**config.mk**
```make
export PLATFORM = sky130hd
export DESIGN_NAME = fetch_unit
export DESIGN_NICKNAME = d
export VERILOG_FILES = /design/src/rtl/fetch_unit_pkg.sv /design/src/rtl/fetch_unit_fifo.sv /design/src/rtl/fetch_unit.sv
export SDC_FILE = /design/constraint.sdc
export NUM_CORES = 1
export LEC_CHECK = 0
export BUFFER_PORTS_ARGS = -buffer_cell sky130_fd_sc_hd__buf_4
export CAP_MARGIN = 25
export CORE_ASPECT_RATIO = 1.5
export CORE_UTILIZATION = 33
export DETAILED_ROUTE_END_ITERATION = 10
export PLACE_DENSITY = 0.56
export SETUP_SLACK_MARGIN = 0.3
export SLEW_MARGIN = 5
export SYNTH_ARGS = -nofsm -noshare
export SYNTH_HDL_FRONTEND = slang
export SYNTH_SLANG_ARGS = --single-unit
```
**constraint.sdc**
```tcl
create_clock -name clk -period 3.3 [get_ports clk]
set_input_delay 0.165 -clock clk [delete_from_list [all_inputs] [get_ports clk]]
set_output_delay 0.165 -clock clk [all_outputs]
set_load 0.005 [all_outputs]
```
**src/rtl/fetch_unit_pkg.sv**
```systemverilog
// Shared constants and FIFO entry layout for the instruction fetch front-end.
package fetch_unit_pkg;

  localparam int unsigned PcIncr       = 4;
  localparam int unsigned AlignLowMask = 3;

  // A FIFO entry is {pc, inst}: the PC in the upper field, the instruction word in the lower.
  function automatic int unsigned entry_width(input int unsigned pc_w, input int unsigned inst_w);
    return pc_w + inst_w;
  endfunction

endpackage

```
**src/rtl/fetch_unit_fifo.sv**
```systemverilog
// Synchronous show-ahead FIFO with flush; the head entry is visible whenever the FIFO is not empty.
module fetch_fifo #(
  parameter int unsigned depth     = 4,
  parameter int unsigned width     = 64,
  parameter int unsigned cnt_width = 3
) (
  input  logic                 clk,
  input  logic                 rst,
  input  logic                 push_i,
  input  logic                 pop_i,
  input  logic                 flush_i,
  input  logic [width-1:0]     wdata_i,
  output logic [width-1:0]     rdata_o,
  output logic [cnt_width-1:0] count_o,
  output logic                 full_o,
  output logic                 empty_o
);

  localparam int unsigned PtrW = $clog2(depth);

  logic [width-1:0]     mem_q [depth];
  logic [PtrW-1:0]      wr_ptr_q, wr_ptr_d, rd_ptr_q, rd_ptr_d;
  logic [cnt_width-1:0] count_q, count_d;
  logic                 do_push, do_pop;

  assign full_o  = (count_q == cnt_width'(depth));
  assign empty_o = (count_q == '0);
  assign do_push = push_i && !full_o;
  assign do_pop  = pop_i && !empty_o;
  assign rdata_o = mem_q[rd_ptr_q];
  assign count_o = count_q;

  always_comb begin
    wr_ptr_d = wr_ptr_q;
    rd_ptr_d = rd_ptr_q;
    count_d  = count_q;
    if (flush_i) begin
      wr_ptr_d = '0;
      rd_ptr_d = '0;
      count_d  = '0;
    end else begin
      if (do_push) wr_ptr_d = wr_ptr_q + PtrW'(1);
      if (do_pop)  rd_ptr_d = rd_ptr_q + PtrW'(1);
      count_d = count_q + cnt_width'(do_push) - cnt_width'(do_pop);
    end
  end

  always_ff @(posedge clk) begin
    if (!rst) begin
      wr_ptr_q <= '0;
      rd_ptr_q <= '0;
      count_q  <= '0;
    end else begin
      wr_ptr_q <= wr_ptr_d;
      rd_ptr_q <= rd_ptr_d;
      count_q  <= count_d;
    end
  end

  always_ff @(posedge clk) begin
    if (do_push && !flush_i) mem_q[wr_ptr_q] <= wdata_i;
  end

endmodule

```
**src/rtl/fetch_unit.sv**
```systemverilog
// Instruction fetch front-end: credit-limited sequential prefetch into a show-ahead FIFO,
// with redirect flushing buffered words and discarding responses still in flight.
module fetch_unit
  import fetch_unit_pkg::*;
#(
  parameter int unsigned         pc_width   = 32,
  parameter logic [pc_width-1:0] pc_init    = '0,
  parameter int unsigned         inst_width = 32,
  parameter int unsigned         fifo_depth = 4,
  parameter int unsigned         cnt_width  = 3
) (
  input  logic                  clk,
  input  logic                  rst,
  output logic                  i_raddr_valid,
  input  logic                  i_raddr_ready,
  output logic [pc_width-1:0]   i_raddr,
  input  logic                  i_rdata_valid,
  output logic                  i_rdata_ready,
  input  logic [inst_width-1:0] i_rdata,
  output logic                  inst_valid,
  input  logic                  inst_ready,
  output logic [inst_width-1:0] inst,
  output logic [pc_width-1:0]   inst_pc,
  input  logic                  redirect,
  input  logic [pc_width-1:0]   redirect_pc
);

  localparam int unsigned         EntryWidth = entry_width(pc_width, inst_width);
  localparam logic [pc_width-1:0] PcStep     = pc_width'(PcIncr);
  localparam logic [pc_width-1:0] AlignMask  = ~pc_width'(AlignLowMask);

  logic [pc_width-1:0]   fetch_pc_q, fetch_pc_d, resp_pc_q, resp_pc_d, raddr_q, raddr_d;
  logic [pc_width-1:0]   redirect_aligned;
  logic                  req_valid_q, req_valid_d, stale_q, stale_d;
  logic [cnt_width-1:0]  outstanding_q, outstanding_d, discard_q, discard_d;
  logic [cnt_width-1:0]  live_d, fifo_count, count_after;
  logic                  addr_hs, push, pop, fifo_full, fifo_empty;
  logic [EntryWidth-1:0] head_entry;

  assign redirect_aligned = redirect_pc & AlignMask;
  assign addr_hs          = req_valid_q && i_raddr_ready;
  assign push             = i_rdata_valid && (discard_q == '0);
  assign pop              = !fifo_empty && inst_ready;

  always_comb begin
    outstanding_d = outstanding_q + cnt_width'(addr_hs) - cnt_width'(i_rdata_valid);
    if (redirect) begin
      // Everything still owed by memory after this cycle belongs to the old stream.
      discard_d = outstanding_d;
    end else begin
      discard_d = discard_q + cnt_width'(stale_q && addr_hs)
                - cnt_width'(i_rdata_valid && (discard_q != '0));
    end
    live_d = outstanding_d - discard_d;

    fetch_pc_d = fetch_pc_q;
    if (addr_hs && !stale_q) fetch_pc_d = fetch_pc_q + PcStep;
    if (redirect)            fetch_pc_d = redirect_aligned;

    resp_pc_d = resp_pc_q;
    if (push)     resp_pc_d = resp_pc_q + PcStep;
    if (redirect) resp_pc_d = redirect_aligned;

    count_after = redirect ? '0 : fifo_count + cnt_width'(push) - cnt_width'(pop);

    req_valid_d = req_valid_q;
    raddr_d     = raddr_q;
    stale_d     = stale_q;
    if (req_valid_q && !i_raddr_ready) begin
      // A raised request must hold its address; a redirect only marks it stale.
      if (redirect) stale_d = 1'b1;
    end else begin
      req_valid_d = (int'(count_after) + int'(live_d)) < int'(fifo_depth);
      raddr_d     = fetch_pc_d;
      stale_d     = 1'b0;
    end
  end

  always_ff @(posedge clk) begin
    if (!rst) begin
      fetch_pc_q    <= pc_init;
      resp_pc_q     <= pc_init;
      raddr_q       <= pc_init;
      req_valid_q   <= 1'b0;
      stale_q       <= 1'b0;
      outstanding_q <= '0;
      discard_q     <= '0;
    end else begin
      fetch_pc_q    <= fetch_pc_d;
      resp_pc_q     <= resp_pc_d;
      raddr_q       <= raddr_d;
      req_valid_q   <= req_valid_d;
      stale_q       <= stale_d;
      outstanding_q <= outstanding_d;
      discard_q     <= discard_d;
    end
  end

  fetch_fifo #(
    .depth     (fifo_depth),
    .width     (EntryWidth),
    .cnt_width (cnt_width)
  ) u_fifo (
    .clk     (clk),
    .rst     (rst),
    .push_i  (push),
    .pop_i   (pop),
    .flush_i (redirect),
    .wdata_i ({resp_pc_q, i_rdata}),
    .rdata_o (head_entry),
    .count_o (fifo_count),
    .full_o  (fifo_full),
    .empty_o (fifo_empty)
  );

  assign i_raddr_valid = req_valid_q;
  assign i_raddr       = raddr_q;
  assign i_rdata_ready = 1'b1;
  assign inst_valid    = !fifo_empty;
  assign inst          = head_entry[inst_width-1:0];
  assign inst_pc       = head_entry[EntryWidth-1 -: pc_width];

  // Credit accounting must make this unreachable.
  assert property (@(posedge clk) disable iff (!rst) !(push && fifo_full && !redirect));

endmodule

```
; ---- Word level (Yosys, flattened, before mapping)
; Memories as Yosys holds them, arrays and structs flattened. A register that Yosys moved wholly into a read port is not among the register bits.
; Index checks and enable logic that the tools add are counted.
[totals]
regBits = 111
ramBits = 256
mem_count = 1
[classes]
add_sub_neg = 14
magnitude_cmp = 1
eq_ne = 1
muxes = 10
n_bitwise = 1
n_reduce_logical = 21
[memory_table]
columns = memory, words, width, read_ports, rd_ports_with_merged_regs, write_ports, line_no
row1 = u_fifo.mem_q, 4, 64, 1, 1, 1, fetch_unit_fifo.sv:21  ; logic [width-1:0] mem_q [depth];
[op_table]
columns = operator, count
row1 = $mux 32, 4
row2 = $add 32x3->32 const B, 2
row3 = $add 3x1->3, 4
row4 = $sub 3x1->3, 4
row5 = $logic_and 1x1->1, 10
row6 = $logic_not 3->1, 2
row7 = $mux 3, 2
row8 = $logic_not 1->1, 5
row9 = $add 2x1->2 const B, 2
row10 = $add 3x3->4, 1
row11 = $lt 4x3->1 const B, 1
row12 = $mux 2, 2
row13 = $eq 3x3->1 const B, 1
row14 = $reduce_bool 3->1, 1
row15 = $sub 3x3->3, 1
row16 = $mux 1, 2
row17 = $reduce_and 2->1, 1
row18 = $reduce_bool 2->1, 1
row19 = $reduce_or 2->1, 1
row20 = $not 1->1, 1

; ---- Longest topological paths before layout
; Gate-level depths: netlist of the first run.
[depth]
depth_word = 8
mapped_depth = 14
depth_no_buf = 14

; ---- By module
; From an unflattened synthesis of the first run, not the netlist that was laid out.
[hier_totals]
cells_unflattened = 964
hier_area_um2 = 14825.5
[modules_own_cells]
columns = module, instances, cells_per_inst, area_each_um2, seq_area_each_um2
row1 = fetch_fifo, 1, 386, 9788.1, 7867.5
row2 = fetch_unit, 1, 578, 5037.3, 2042.0

; ---- Worst setup path before layout of the first run
; OpenSTA, ideal clock, no wires.
[synth_path]
path_kind = flip-flop to flip-flop
start = reg discard_q[1]
end = mem u_fifo.mem_q[1][0] (enable)
t_arrival_ns = 2.822
required_ns = 2.874
setup_slack_ns = 0.051
path_stages_with_launch = 5
synth_period_minus_slack_ns = 3.249
path_cell_list = dfxtp_1 -> or4b_1 -> buf_2 -> a211oi_1 -> and2_1
[synth_between]
elab_chain_cells = 6
[synth_rtl]
columns = element, line_no
row1 = start: declaration, fetch_unit.sv:35  ; logic [cnt_width-1:0] outstanding_q, outstanding_d, discard_q, discard_d;
row2 = start signal: assignment, fetch_unit.sv:95  ; discard_q <= discard_d;
row3 = $logic_not 3->1, fetch_unit.sv:42  ; assign push = i_rdata_valid && (discard_q == '0);
row4 = $logic_and 1x1->1, fetch_unit.sv:42
row5 = $logic_and 1x1->1, fetch_unit_fifo.sv:28  ; assign do_push = push_i && !full_o;
row6 = $logic_and 1x1->1, fetch_unit_fifo.sv:61  ; if (do_push && !flush_i) mem_q[wr_ptr_q] <= wdata_i;
row7 = $mux 1, fetch_unit_fifo.sv:61
row8 = $mux 1 (implied by the code), fetch_unit_fifo.sv:61
row9 = end: declaration, fetch_unit_fifo.sv:21
; No other way between the ends.

; ---- Worst setup path in the final report of the first run
[layout_path]
start = reg discard_q[1]
end = reg req_valid_q (netlist: i_raddr_valid)
[layout_between]
elab_chain_cells = 7
word_cells_on_any_way = 13
[layout_rtl]
columns = element, line_no
row1 = "parallel branches: the longest is 2 deep, another holds $add 3x1->3", n/a
row2 = $sub 3x1->3 (*), fetch_unit.sv:52  ; - cnt_width'(i_rdata_valid && (discard_q != '0));
row3 = $mux 3 (*), fetch_unit.sv:47  ; if (redirect) begin
row4 = via discard_d[1], fetch_unit.sv:35
row5 = $sub 3x3->3 (*), fetch_unit.sv:54  ; live_d = outstanding_d - discard_d;
row6 = $add 3x3->4 (*), fetch_unit.sv:73  ; req_valid_d = (int'(count_after) + int'(live_d)) < int'(fifo_depth);
row7 = $lt 4x3->1 (*), fetch_unit.sv:73
row8 = end signal: assignment, fetch_unit.sv:92  ; req_valid_q <= req_valid_d;
row9 = end: declaration, fetch_unit.sv:34  ; logic req_valid_q, req_valid_d, stale_q, stale_d;
; Mark *: on every way through the listed nets, which the timed path passes.
; A chain may end at the register's enable or synchronous reset.

==> results of run 1 <==
==> final timing paths <==
kind	from	end	slack [ns]
max	discard_q[1]	i_raddr_valid	0.18
min	redirect_pc[22]	i_raddr[22]	0.03
max reg2reg	discard_q[1]	i_raddr_valid	0.18
min reg2reg	i_raddr[21]	i_raddr[21]	0.45
==> timing repair <==
action,in CTS,in global routing
resized for setup,1,0
setup buffers,0,0
endpoints found under the hold margin,145,0
setup endpoints to repair,1,1
hold buffers,44,0
==> worst max-delay path, stage by stage (launching register included) <==
cell and delay (ns):
dfxtp_1 0.35, o31a_1 0.29, ha_1 0.28, inv_1 0.05, ha_1 0.13, inv_1 0.05
fa_1 0.47, o21ai_1 0.09, fa_1 0.52, inv_1 0.04, ha_1 0.26, nor4bb_1 0.22
nor4_1 0.09, o21a_1 0.17
==> cell usage after synthesis (4+ instances only) <==
library cell	instances
a21oi_1	55
a31o_2	5
a32o_1	4
and2_1	17
and3_1	7
buf_2	12
clkbuf_1	26
dfxtp_1	111
edfxtp_1	248
fa_1	5
ha_1	16
inv_1	21
mux2_2	4
mux4_2	62
nand2_1	77
nand2b_1	17
nand3_1	29
nand4_1	22
nor2_1	38
nor2b_1	5
nor3_1	9
nor4_1	8
o211ai_1	4
o21ai_0	28
o21ai_1	4
o22a_1	5
xnor2_1	22
xor2_1	35
==> final cells by class <==
type | instances | area [µm²] | area share (%)
inverters | 21 | 78.83 | 0.4370
flip-flops and latches | 359 | 9674 | 53.64
clock inverters | 24 | 270.3 | 1.498
well taps | 570 | 713.2 | 3.954
repair buffers | 225 | 1874 | 10.39
clock buffers | 44 | 1005 | 5.571
multi-input cells | 533 | 4420 | 24.51
==> cell families (layout without fill, tap and decap cells) <==
family	count (synthesis)	count (layout)	synth area share [%]
and+or+nand+nor	255	255	9.375
adders and majority gates	21	21	2.085
DFF	359	359	67.15
other	2	3	0.05215
muxes	69	69	10.22
xor gates and xnor gates	57	57	3.467
buffers and inverters	68	314	2.216
AOI/OAI and AO/OA	128	128	5.439
==> per-stage QoR <==
step                setup TNS (ns)  power, mW  hold WS, ns
floorplan                        0      6.394       0.2639
global placement                 0      7.113       0.3672
detailed placement               0      7.142       0.3697
CTS                              0      11.59    0.0004158
global route              -0.02851      11.93      0.04655
finish                           0      11.41      0.02522
==> state kept, by name (all words and copies together) (netlist names), 3 cells and up, named ones only <==
register	cells
u_fifo.mem_q	248
fetch_pc_q	32
i_raddr	32
resp_pc_q	30
discard_q	3
outstanding_q	3
u_fifo.count_o	3
==> routing by layer <==
layer	GRT usage, %	wire (µm)	share of wire (%)
met3	2.135	1029	3.1
met2	27.44	17390	53
met4	4.911	818	2.5
met1	17.12	13440	41
met5	0	0	0
==> power by group <==
part,switching (mW),total [mW],internal [mW],leakage (nW)
combinational,0.824,1.72,0.899,2.52
clock,1.77,4.36,2.59,0.624
sequential,0.196,5.32,5.13,3.18
total,2.79,11.4,8.62,6.32
==> flow_summary_export.csv, run 1 <==
group,metric,value,unit
grt,first_global_vias,8893,
synth,yosysTopAreaCellShare,51.72,%
clock_tree,cts.reportedPaths.clkPinSlew,0.06,ns
synth,synthArstFlopShare,0,%
die,die_y,257.8,µm
layout,drive_gt1_share,27.69,%
clock_tree,clk_latency,0.54,ns
place,place_ws,0.1322,ns
synth,syn_area,14400,µm²
timing,min_period,3.119,ns
timing,fmax,320.6,MHz
outcome,status,"completed",
place,place_area,16320,µm²
grt,gr-total-overflow,0,
clock_tree,htree_levels,2,
clock_tree,clk_path_buf_depth,3,
synth,ys.flop_type,"edfxtp_1",
clock_tree,root_buffer,"clkbuf_16",
routing,wl_per_cell,18.40,µm
die,core_area,42940,µm²
grt,grt_pass1_wl,50540,µm
timing,worst_slack,0.1808,ns
layout,area_delta_synth_final,25.25,%
timing,worst_pin_slew,0.8120,ns
layout,layout_common_cells,"edfxtp_1, buf_4, dfxtp_1",
worst_setup_path,crit_type,"flip-flop to flip-flop",
synth,synthCells,959,
worst_setup_path,reg2reg_depth,13,
place,numPortBuffers,163,
worst_setup_path,crit_arrival,3.55,ns
run,maxCapViolCount,0,
die,design.die.area,44490,µm²
die,initial_core_util,33.54,%
timing,drv_slew,0,
routing,ant_nets,0,
grt,antenna_found_initial,0,
die,io_pins,169,
grt,grt_use_total,14.71,%
routing,first_pass_iters,4,
timing,min_period_over_period,94.52,%
timing,finalSetupViolCount,0,
timing,fin_worst_skew,0.02049,ns
synth,synth.distinct_cells,64,
layout,fin_cells,1776,
routing,drc,0,
synth,synth.avg_cell_area,15.02,µm²
routing,via_per_inst,4.799,
power,irDropWorstVdd,0.3388,mV
layout,final_common_cell,"edfxtp_1",
clock_tree,cts_tree,"built",
layout,utilization,42.01,%
routing,num_vias,8523,
routing,routed_wl,32670,µm
clock_tree,numCtsBuffers,37,
synth,synth_enable_flop_cells,248,
timing,timing.slew.headroom,45.87,%
place,placed_cells,1664,
timing,hold_viol,0,
synth,synth_seq_cells,359,
grt,grt_max_degree,63,
worst_setup_path,critPathRequiredTime,3.73,ns
worst_setup_path,start_kind,"flip-flop",
worst_hold_path,worstHoldPathType,"primary input to flip-flop",
layout,postLayoutCellArea,18040,µm²
layout,fillerInstances,3938,
power,p_per_area,632.5,nW/µm²
synth,ys_warn_count,0,
synth,seq_area_frac_synth,67.15,%
routing,drt-initial-drc-count,434,
worst_setup_path,critPathMaxFanout,4,
worst_setup_path,critPathCaptureType,"flip-flop",
synth,yosysTopAreaCell,"edfxtp_1",
die,rows,93,
die,dieWidth,172.6,µm
synth,yosys-top-cells-area,"edfxtp_1, dfxtp_1, mux4_2",
power,p_leak,6.322,nW
layout,antennaDiodeCount,0,
layout,layout.nets,1268,
place,hpwl,21300,µm
clock_tree,cts_sinks,359,
timing,rsz0062_at_grt,"true",
place,routabilityCongestion,0.8573,
worst_hold_path,holdPathStages,3,
Power figures use the tool's default switching activity.
==> inputs of run 2 (changes only) <==
--- a/config.mk
+++ b/config.mk
@@ -15,4 +15,5 @@
 export SLEW_MARGIN = 5
 export SYNTH_ARGS = -nofsm -noshare
 export SYNTH_HDL_FRONTEND = slang
+export SYNTH_HIERARCHICAL = 1
 export SYNTH_SLANG_ARGS = --single-unit
==> flow_summary_export.csv, run 2 <==
group,metric,value,unit
outcome,status,"completed",
grt,antenna_found_initial,0,
layout,largest_reg_flops,256,
die,initial_core_util,33.61,%
clock_tree,cts.reportedPaths.clkPinSlew,0.07,ns
timing,timing.slew.headroom,38.55,%
routing,ant_nets,0,
die,core_area,44100,µm²
clock_tree,numCtsBuffers,37,
synth,yosysTopAreaCellShare,51.85,%
layout,layout_common_cells,"edfxtp_1, buf_4, dfxtp_1",
die,dieWidth,175.1,µm
timing,finalSetupViolCount,0,
synth,ys_warn_count,6,
routing,first_pass_iters,5,
place,routabilityCongestion,0.8358,
timing,min_period_over_period,99.11,%
routing,drc,0,
synth,ys.flop_type,"edfxtp_1",
worst_hold_path,worstHoldPathType,"primary input to flip-flop",
worst_setup_path,crit_arrival,3.74,ns
worst_setup_path,critPathMaxFanout,2,
power,irDropWorstVdd,0.3714,mV
clock_tree,clk_path_buf_depth,3,
die,io_pins,169,
worst_setup_path,critPathRequiredTime,3.77,ns
grt,gr-total-overflow,0,
routing,via_per_inst,4.933,
worst_setup_path,crit_type,"flip-flop to flip-flop",
synth,synth.distinct_cells,72,
clock_tree,root_buffer,"clkbuf_16",
clock_tree,cts_tree,"built",
synth,syn_area,14830,µm²
die,die_y,261.6,µm
clock_tree,htree_levels,2,
worst_setup_path,rrSetupSlack,0.03,ns
layout,antennaDiodeCount,0,
place,hpwl,21920,µm
synth,seq_area_frac_synth,66.84,%
layout,layout.nets,1296,
power,p_leak,6.456,nW
routing,num_vias,8894,
timing,hold_ws,0.01189,ns
timing,hold_viol,0,
timing,drv_slew,0,
die,design.die.area,45790,µm²
grt,grt_use_total,14.98,%
place,placed_cells,1693,
layout,area_delta_synth_final,25.15,%
die,rows,94,
timing,fin_worst_skew,0.01048,ns
power,p_per_area,600.5,nW/µm²
routing,wl_per_cell,18.71,µm
clock_tree,clk_latency,0.52,ns
timing,min_period,3.271,ns
timing,fmax,305.8,MHz
place,numPortBuffers,165,
routing,routed_wl,33730,µm
synth,synth.avg_cell_area,15.38,µm²
layout,drive_gt1_share,28.28,%
run,maxCapViolCount,0,
layout,final_common_cell,"edfxtp_1",
grt,grt_pass1_wl,53080,µm
worst_setup_path,start_kind,"flip-flop",
layout,top_register,"u_fifo/mem_q",
routing,drt-initial-drc-count,433,
synth,synthArstFlopShare,0,%
synth,synth_seq_cells,367,
synth,synthCells,964,
synth,yosys-top-cells-area,"edfxtp_1, dfxtp_1, mux4_2",
synth,yosysTopAreaCell,"edfxtp_1",
clock_tree,cts_sinks,367,
timing,rsz0062_at_grt,"true",
synth,synth_enable_flop_cells,256,
grt,first_global_vias,9219,
layout,fin_cells,1803,
synth,netlist_top_cells_count,"edfxtp_1, dfxtp_1, mux4_2",
synth,yosysMostFrequentCell,"edfxtp_1",
grt,grt_max_degree,82,
worst_setup_path,critPathCaptureType,"flip-flop",
timing,worst_pin_slew,0.9148,ns
==> run 2: area by class of cell <==
cell class                      instances  area [µm²]
Fill cell                            4075       25550
Sequential cell                       367        9917
Multi-Input combinational cell        532        4634
Timing Repair Buffer                  241        2017
Clock buffer                           46       979.7
Tap cell                              576       720.7
Clock inverter                         16       183.9
Inverter                               25       101.3
==> run 2: metal layers <==
| metal | track usage, % | part of all wire (%) | up-vias |
|---|---|---|---|
| met4 | 5.556 | 3.0 | 0 |
| met1 | 17.54 | 41 | 4442 |
| met2 | 27.68 | 53 | 213 |
| li1 | - | - | 4183 |
| met3 | 2.091 | 3.6 | 56 |
| met5 | 0 | 0 | - |
==> run 2: kinds of logic after synthesis <==
kind of cell / Yosys count / share of synthesized area [%]
compound gates: 150 / 6.068
buf+inv: 72 / 2.717
other cells: 2 / 0.05066
simple gates: 219 / 8.397
flops: 367 / 66.84
mux: 70 / 10.15
fa+ha+maj: 22 / 2.110
xor+xnor: 62 / 3.663
==> run 2: worst paths after layout <==
| path | from | to | cells after the start |
|---|---|---|---|
| max | discard_q[2] | i_raddr_valid | 13 |
| min | redirect_pc[2] | resp_pc_q[2] | 3 |
| max reg2reg | discard_q[2] | i_raddr_valid | 13 |
| min reg2reg | i_raddr[28] | i_raddr[28] | 1 |
==> run 2: through the flow <==
stage / worst slack [ns] / util (%) / setup TNS [ns] / power [mW] / instance area [µm²]
after floorplan: 0.05483 / - / 0 / 6.347 / 14930
after global placement: 0.05752 / 38.28 / 0 / 6.994 / 16880
after detailed placement: 0.003719 / 38.28 / 0 / 7.036 / 16880
after CTS: -0.01278 / 42.00 / -0.01278 / 11.24 / 18530
after global routing: -0.09142 / 42.07 / -0.09142 / 11.65 / 18550
final: 0.02942 / 42.07 / 0 / 11.14 / 18550
==> run 2: where the power goes <==
| part | internal, mW | switching (mW) |
|---|---|---|
| Clock | 2.41 | 1.70 |
| Sequential | 5.23 | 0.174 |
| Combinational | 0.830 | 0.792 |
| Total | 8.47 | 2.67 |
==> run 2: worst max-delay path, cell delays in order (launching register included) <==
cell,delay [ns]
dfxtp_2,0.32
o31a_1,0.30
ha_1,0.28
inv_1,0.06
ha_1,0.12
inv_1,0.05
fa_2,0.53
o21ai_2,0.06
fa_1,0.48
inv_1,0.05
ha_1,0.28
nor4bb_1,0.14
or4_4,0.43
a21oi_2,0.14
==> run 2: repair_timing <==
item                                    in CTS  in global routing
hold buffers                                48                  0
endpoints found under the setup margin       1                  1
hold endpoints to repair                   151                  0
setup buffers                                0                  0
pin swaps                                    0                  7
resized for setup                            0                  7
